`config.mk`:
```
export PLATFORM = sky130hd
export DESIGN_NAME = pipeline_skid_register_flat
export DESIGN_NICKNAME = d
export VERILOG_FILES = /design/src/rtl/pipeline_skid_register_if.sv /design/src/rtl/pipeline_skid_register.sv /design/src/flat_wrapper.sv
export SDC_FILE = /design/constraint.sdc
export NUM_CORES = 1
export LEC_CHECK = 0
export ABC_AREA = 1
export CORE_ASPECT_RATIO = 2
export CORE_MARGIN = 3
export CORE_UTILIZATION = 45
export DETAILED_ROUTE_END_ITERATION = 6
export DONT_BUFFER_PORTS = 1
export PLACE_DENSITY = 0.56
export SYNTH_ARGS = -nofsm -noshare
export SYNTH_HDL_FRONTEND = slang
export SYNTH_SLANG_ARGS = --single-unit
export TNS_END_PERCENT = 20
```
`constraint.sdc`:
```
create_clock -name Clock -period 2.28 [get_ports Clock]
set_clock_uncertainty 0.1 [all_clocks]
set_input_delay 0.342 -clock Clock [delete_from_list [all_inputs] [get_ports Clock]]
set_output_delay 0.342 -clock Clock [all_outputs]
set_load 0.05 [all_outputs]
```
`src/rtl/pipeline_skid_register_if.sv`:
```
// rtl/pipeline_skid_register_if.sv - upstream/downstream handshake bundle for pipeline_skid_register
interface pipeline_skid_register_if #(
    parameter int WIDTH = 32
);
    logic [WIDTH-1:0] InData;
    logic             InValid;
    logic             InReady;
    logic             Flush;
    logic [WIDTH-1:0] OutData;
    logic             OutValid;
    logic             OutReady;

    // master: the surrounding pipeline (producer side plus consumer's ready)
    modport master (
        output InData,
        output InValid,
        output Flush,
        output OutReady,
        input  InReady,
        input  OutData,
        input  OutValid
    );

    // slave: the stage register itself
    modport slave (
        input  InData,
        input  InValid,
        input  Flush,
        input  OutReady,
        output InReady,
        output OutData,
        output OutValid
    );
endinterface

```
`src/rtl/pipeline_skid_register.sv`:
```
// rtl/pipeline_skid_register.sv - valid/ready pipeline stage with 2-entry skid buffer and flush
// Optional stall counter output enabled by defining PIPE_REG_STALL_COUNT_EN.
module pipeline_skid_register #(
    parameter int               WIDTH       = 32,
    parameter logic [WIDTH-1:0] RESET_VALUE = '0
) (
    input  logic                        Clock,
    input  logic                        Resetn,
    pipeline_skid_register_if.slave     bus
`ifdef PIPE_REG_STALL_COUNT_EN
    ,
    output logic [31:0]                 StallCount
`endif
);

    typedef enum logic [1:0] {
        EMPTY = 2'd0,
        HALF  = 2'd1,
        FULL  = 2'd2
    } state_e;

    state_e           state_q,    state_d;
    logic             in_ready_q, in_ready_d;
    logic [WIDTH-1:0] main_q,     main_d;
    logic [WIDTH-1:0] skid_q,     skid_d;

    logic out_valid;
    logic accept;
    logic take;

    assign out_valid = (state_q != EMPTY);
    assign accept    = bus.InValid & in_ready_q;
    assign take      = out_valid & bus.OutReady;

    always_ff @(posedge Clock or negedge Resetn) begin
        if (!Resetn) begin
            state_q    <= EMPTY;
            in_ready_q <= 1'b0;
            main_q     <= RESET_VALUE;
            skid_q     <= RESET_VALUE;
        end else begin
            state_q    <= state_d;
            in_ready_q <= in_ready_d;
            main_q     <= main_d;
            skid_q     <= skid_d;
        end
    end

    always_comb begin
        state_d = state_q;
        main_d  = main_q;
        skid_d  = skid_q;
        // Flush empties the stage but leaves data registers untouched.
        if (bus.Flush) begin
            state_d = EMPTY;
        end else begin
            case (state_q)
                EMPTY: begin
                    if (accept) begin
                        state_d = HALF;
                        main_d  = bus.InData;
                    end
                end
                HALF: begin
                    if (accept && take) begin
                        main_d = bus.InData;
                    end else if (accept) begin
                        state_d = FULL;
                        skid_d  = bus.InData;
                    end else if (take) begin
                        state_d = EMPTY;
                    end
                end
                FULL: begin
                    if (take) begin
                        state_d = HALF;
                        main_d  = skid_q;
                    end
                end
                default: begin
                    state_d = EMPTY;
                end
            endcase
        end
        in_ready_d = (state_d != FULL);
    end

    assign bus.OutData  = main_q;
    assign bus.OutValid = out_valid;
    assign bus.InReady  = in_ready_q;

`ifdef PIPE_REG_STALL_COUNT_EN
    logic [31:0] stall_count_q, stall_count_d;

    always_ff @(posedge Clock or negedge Resetn) begin
        if (!Resetn) begin
            stall_count_q <= 32'd0;
        end else begin
            stall_count_q <= stall_count_d;
        end
    end

    always_comb begin
        stall_count_d = stall_count_q;
        if (out_valid && !bus.OutReady && !bus.Flush && (stall_count_q != 32'hFFFF_FFFF)) begin
            stall_count_d = stall_count_q + 32'd1;
        end
    end

    assign StallCount = stall_count_q;
`endif

endmodule
```
`src/flat_wrapper.sv`:
```
// flat-port wrapper written by rule: the top's interface ports become plain ports
module pipeline_skid_register_flat 
#(
    parameter int               WIDTH       = 32,
    parameter logic [WIDTH-1:0] RESET_VALUE = '0
)
  (Clock, Resetn, bus_InData, bus_InValid, bus_Flush, bus_OutReady, bus_InReady, bus_OutData, bus_OutValid);
  pipeline_skid_register_if #(.WIDTH(WIDTH)) bus_i ();
  input  logic Clock;
  input  logic Resetn;
  input wire logic [$bits(bus_i.InData)-1:0] bus_InData;
  input wire logic [$bits(bus_i.InValid)-1:0] bus_InValid;
  input wire logic [$bits(bus_i.Flush)-1:0] bus_Flush;
  input wire logic [$bits(bus_i.OutReady)-1:0] bus_OutReady;
  output wire logic [$bits(bus_i.InReady)-1:0] bus_InReady;
  output wire logic [$bits(bus_i.OutData)-1:0] bus_OutData;
  output wire logic [$bits(bus_i.OutValid)-1:0] bus_OutValid;
  assign bus_i.InData = bus_InData;
  assign bus_i.InValid = bus_InValid;
  assign bus_i.Flush = bus_Flush;
  assign bus_i.OutReady = bus_OutReady;
  assign bus_InReady = bus_i.InReady;
  assign bus_OutData = bus_i.OutData;
  assign bus_OutValid = bus_i.OutValid;
  pipeline_skid_register #(.WIDTH(WIDTH), .RESET_VALUE(RESET_VALUE)) u_core (.Clock(Clock), .Resetn(Resetn), .bus(bus_i));
endmodule
```
==> results.yml <==
synthesis:
  ys_seq_area_share_pct: 53.62
  postSynthCellCount: 407
  async_flop_share_pct: 100.0
  synth_top_area_cell: "dfrtp_1"
  yosys_warnings: 0
  synth-main-ff-cell: "dfrtp_1"
  synth.most_common_cell: "nand2_1"
  synth.distinct_cells: 15
  synth_edf_count: 0
  syn_area_sq_mm: 0.003127
  synth.top_cells.by_area: "dfrtp_1, nand2_1, nand3_1"
  syn_area_per_cell_sq_um: 7.682
  syn_nets: 444
  synth_top_area_share_pct: 53.62
  synth_common_cells: "nand2_1, nand3_1, dfrtp_1"
  ys_ff_latch: 67
layout:
  finish.instance_area_sq_mm: 0.003535
  antennaDiodeCount: 0
  multi_input_area_sq_mm: 0.001311
  final_cells: 495
  final_core_util_pct: 52.96
  nets: 442
  nFillCells: 658
  area_delta_synth_final_pct: 13.05
  drive_gt1_share_pct: 7.125
  seq_area_sq_mm: 0.001677
worst_hold_path:
  hold_class: "in -> reg"
clock_tree:
  htree_levels: 3
  cts_buffers: 9
  cts.sinks: 67
  clk_pin_slew_ps: 50
  clock_path_buffers: 2
  cts_tree: "built"
  cts.root.buffer_cell: "clkbuf_16"
  clock_latency_ps: 320
floorplan:
  start_util_pct: 46.85
  io_pins: 71
  rows: 42
  die_y_microns: 123.9
  die_area_sq_mm: 0.008045
  coreArea_sq_mm: 0.006674
  dieWidth_microns: 64.94
critical_path:
  r2r_cells: 7
  endpoint_kind: "flop"
  critPathBufInv: 2
  path_depth: 7
  worstPathRequired_ps: 2390
  cp_max_fo: 29
  cp_slowest_cell: "dfrtp_1"
  r2r_end: "u_core.bus.OutData[10]"
  cp_data_arrival_time_ps: 1930
  startpoint_type: "flop"
  cp-startpoint: "u_core.state_q[1]"
  crit_top_cell: "nand2_1"
  slowest_delay_ps: 560
  crit_family: "buffers and inverters"
  rrSetupSlack_ps: 460
  r2r_start: "u_core.state_q[1]"
  endpoint: "u_core.bus.OutData[10]"
  path_cells: "buf_4 -> nand2_1 -> buf_4 -> nand2_1 -> nand2_1 -> nand3_1 -> nand2_1"
  worstSetupPathType: "reg -> reg"
sta:
  whs_ps: 56.63
  fin_tns_setup_ps: 0
  min_period_over_period_pct: 79.77
  worst_slew_pin_slew_ps: 505.6
  min_period_ps: 1819
  timing.final.ws_setup_ps: 461.3
  max_freq_ghz: 0.5498
  slew_viol_final: 0
  slew_headroom_pct: 66.30
  rsz0062_at_grt: "no"
  setup_viol_count_final: 0
  hold_viol: 0
grt:
  grt_overflow_total: 0
  antenna_found_initial: 0
  grt_pass1_wl_microns: 12560
  first_global_vias: 2500
  grt_max_degree: 68
  grt.total_usage_pct: 20.57
power_and_ir_drop:
  leakage_nw: 1.930
  ir_drop_mv: 0.4381
  p_per_area_mw_per_mm2: 1012
  power_mw: 3.576
routing:
  viasPerCell: 5.238
  drt_iter0_drc: 160
  dr.pass1.iters: 4
  drc: 0
  antenna_left: 0
  wl_microns: 7518
  drt-wirelength-per-cell_microns: 15.19
  num_vias: 2593
place:
  io_buffers: 0
  dp.cells: 480
  placed_cell_area_sq_mm: 0.003247
  gp_congestion: 0.7683
  dp_hpwl_microns: 5031
  place_ws_ps: 467.4
job:
  cap_viol_max_count: 0
run_status:
  status: "complete, no violations"
## cells in the final DEF, fill, tap and decap left out
master         netlist  routed
nor3_4               1       1
buf_4                1      11
clkbuf_16            0       9
inv_2                1       1
clkbuf_1             7       3
clkbuf_8             0       1
a21oi_4              0       1
nor2_4               1       2
dlygate4sd3_1        0       1
a21oi_1              2       1
nand3_1             96      96
nor2_1               5       4
nand2_1            198     198
o211ai_1             1       1
o21ai_0              1       1
buf_16               0       1
inv_1                6       6
buf_12               0       2
dfrtp_1             67      67
## state kept, by name, summed over array words and instances, names as in the netlist
name	flops
u_core.bus.OutData	32
u_core.skid_q	32
u_core.state_q	2
u_core.bus.InReady	1
## cell type report
type | instances | area share [%]
well taps | 88 | 3.115
flip-flops and latches | 67 | 47.43
multi-input cells | 305 | 37.10
clock buffers | 13 | 7.080
inverters | 7 | 0.7434
repair buffers | 15 | 4.531
## tightest hold or removal path, cell delays in order
cell and delay [ps]:
inv_1 20, nand2_1 50, nor2_1 30
## cells by family (layout without fill, tap and decap cells)
kind of cell | count (synthesis) | in the layout | synth area share [%]
AOI/OAI and AO/OA | 4 | 4 | 0.7202
and+or+nand+nor | 301 | 301 | 40.62
DFF | 67 | 67 | 53.62
buffers and inverters | 35 | 35 | 5.042
## worst min path at each step
stage | start | to | slack (ps) | depth (start not counted)
6_report | bus_Flush | u_core.state_q[0] | 60 | 3
5_1_grt | bus_InData[7] | u_core.skid_q[7] | 60 | 2
4_1_cts | bus_Flush | u_core.state_q[0] | 50 | 3
3_5_place_dp | Resetn | u_core.bus.OutData[22] | -50 | 0
3_3_place_gp | Resetn | u_core.bus.OutData[25] | -50 | 0
2_1_floorplan | Resetn | u_core.bus.InReady | -50 | 0
## power breakdown
group	internal, mW	leakage [nW]	switching [mW]
registers	1.44	0.840	0.529
logic	0.156	0.969	0.262
clock network	0.746	0.122	0.444
## per-layer routing
metal / global-route usage, % / vias up / wire, microns
met5: 0 / - / 0
met4: 8.742 / 0 / 82
met1: 23.72 / 1216 / 3016
li1: - / 1294 / -
met3: 5.415 / 5 / 433
met2: 35.54 / 78 / 3986
## repair_timing
action / CTS / global route
buffers inserted: 0 / 0
hold buffers: 2 / 0
gates resized for setup: 0 / 0
endpoints found under the hold margin: 67 / 0
Note: power is estimated with default switching activity, not from simulation.
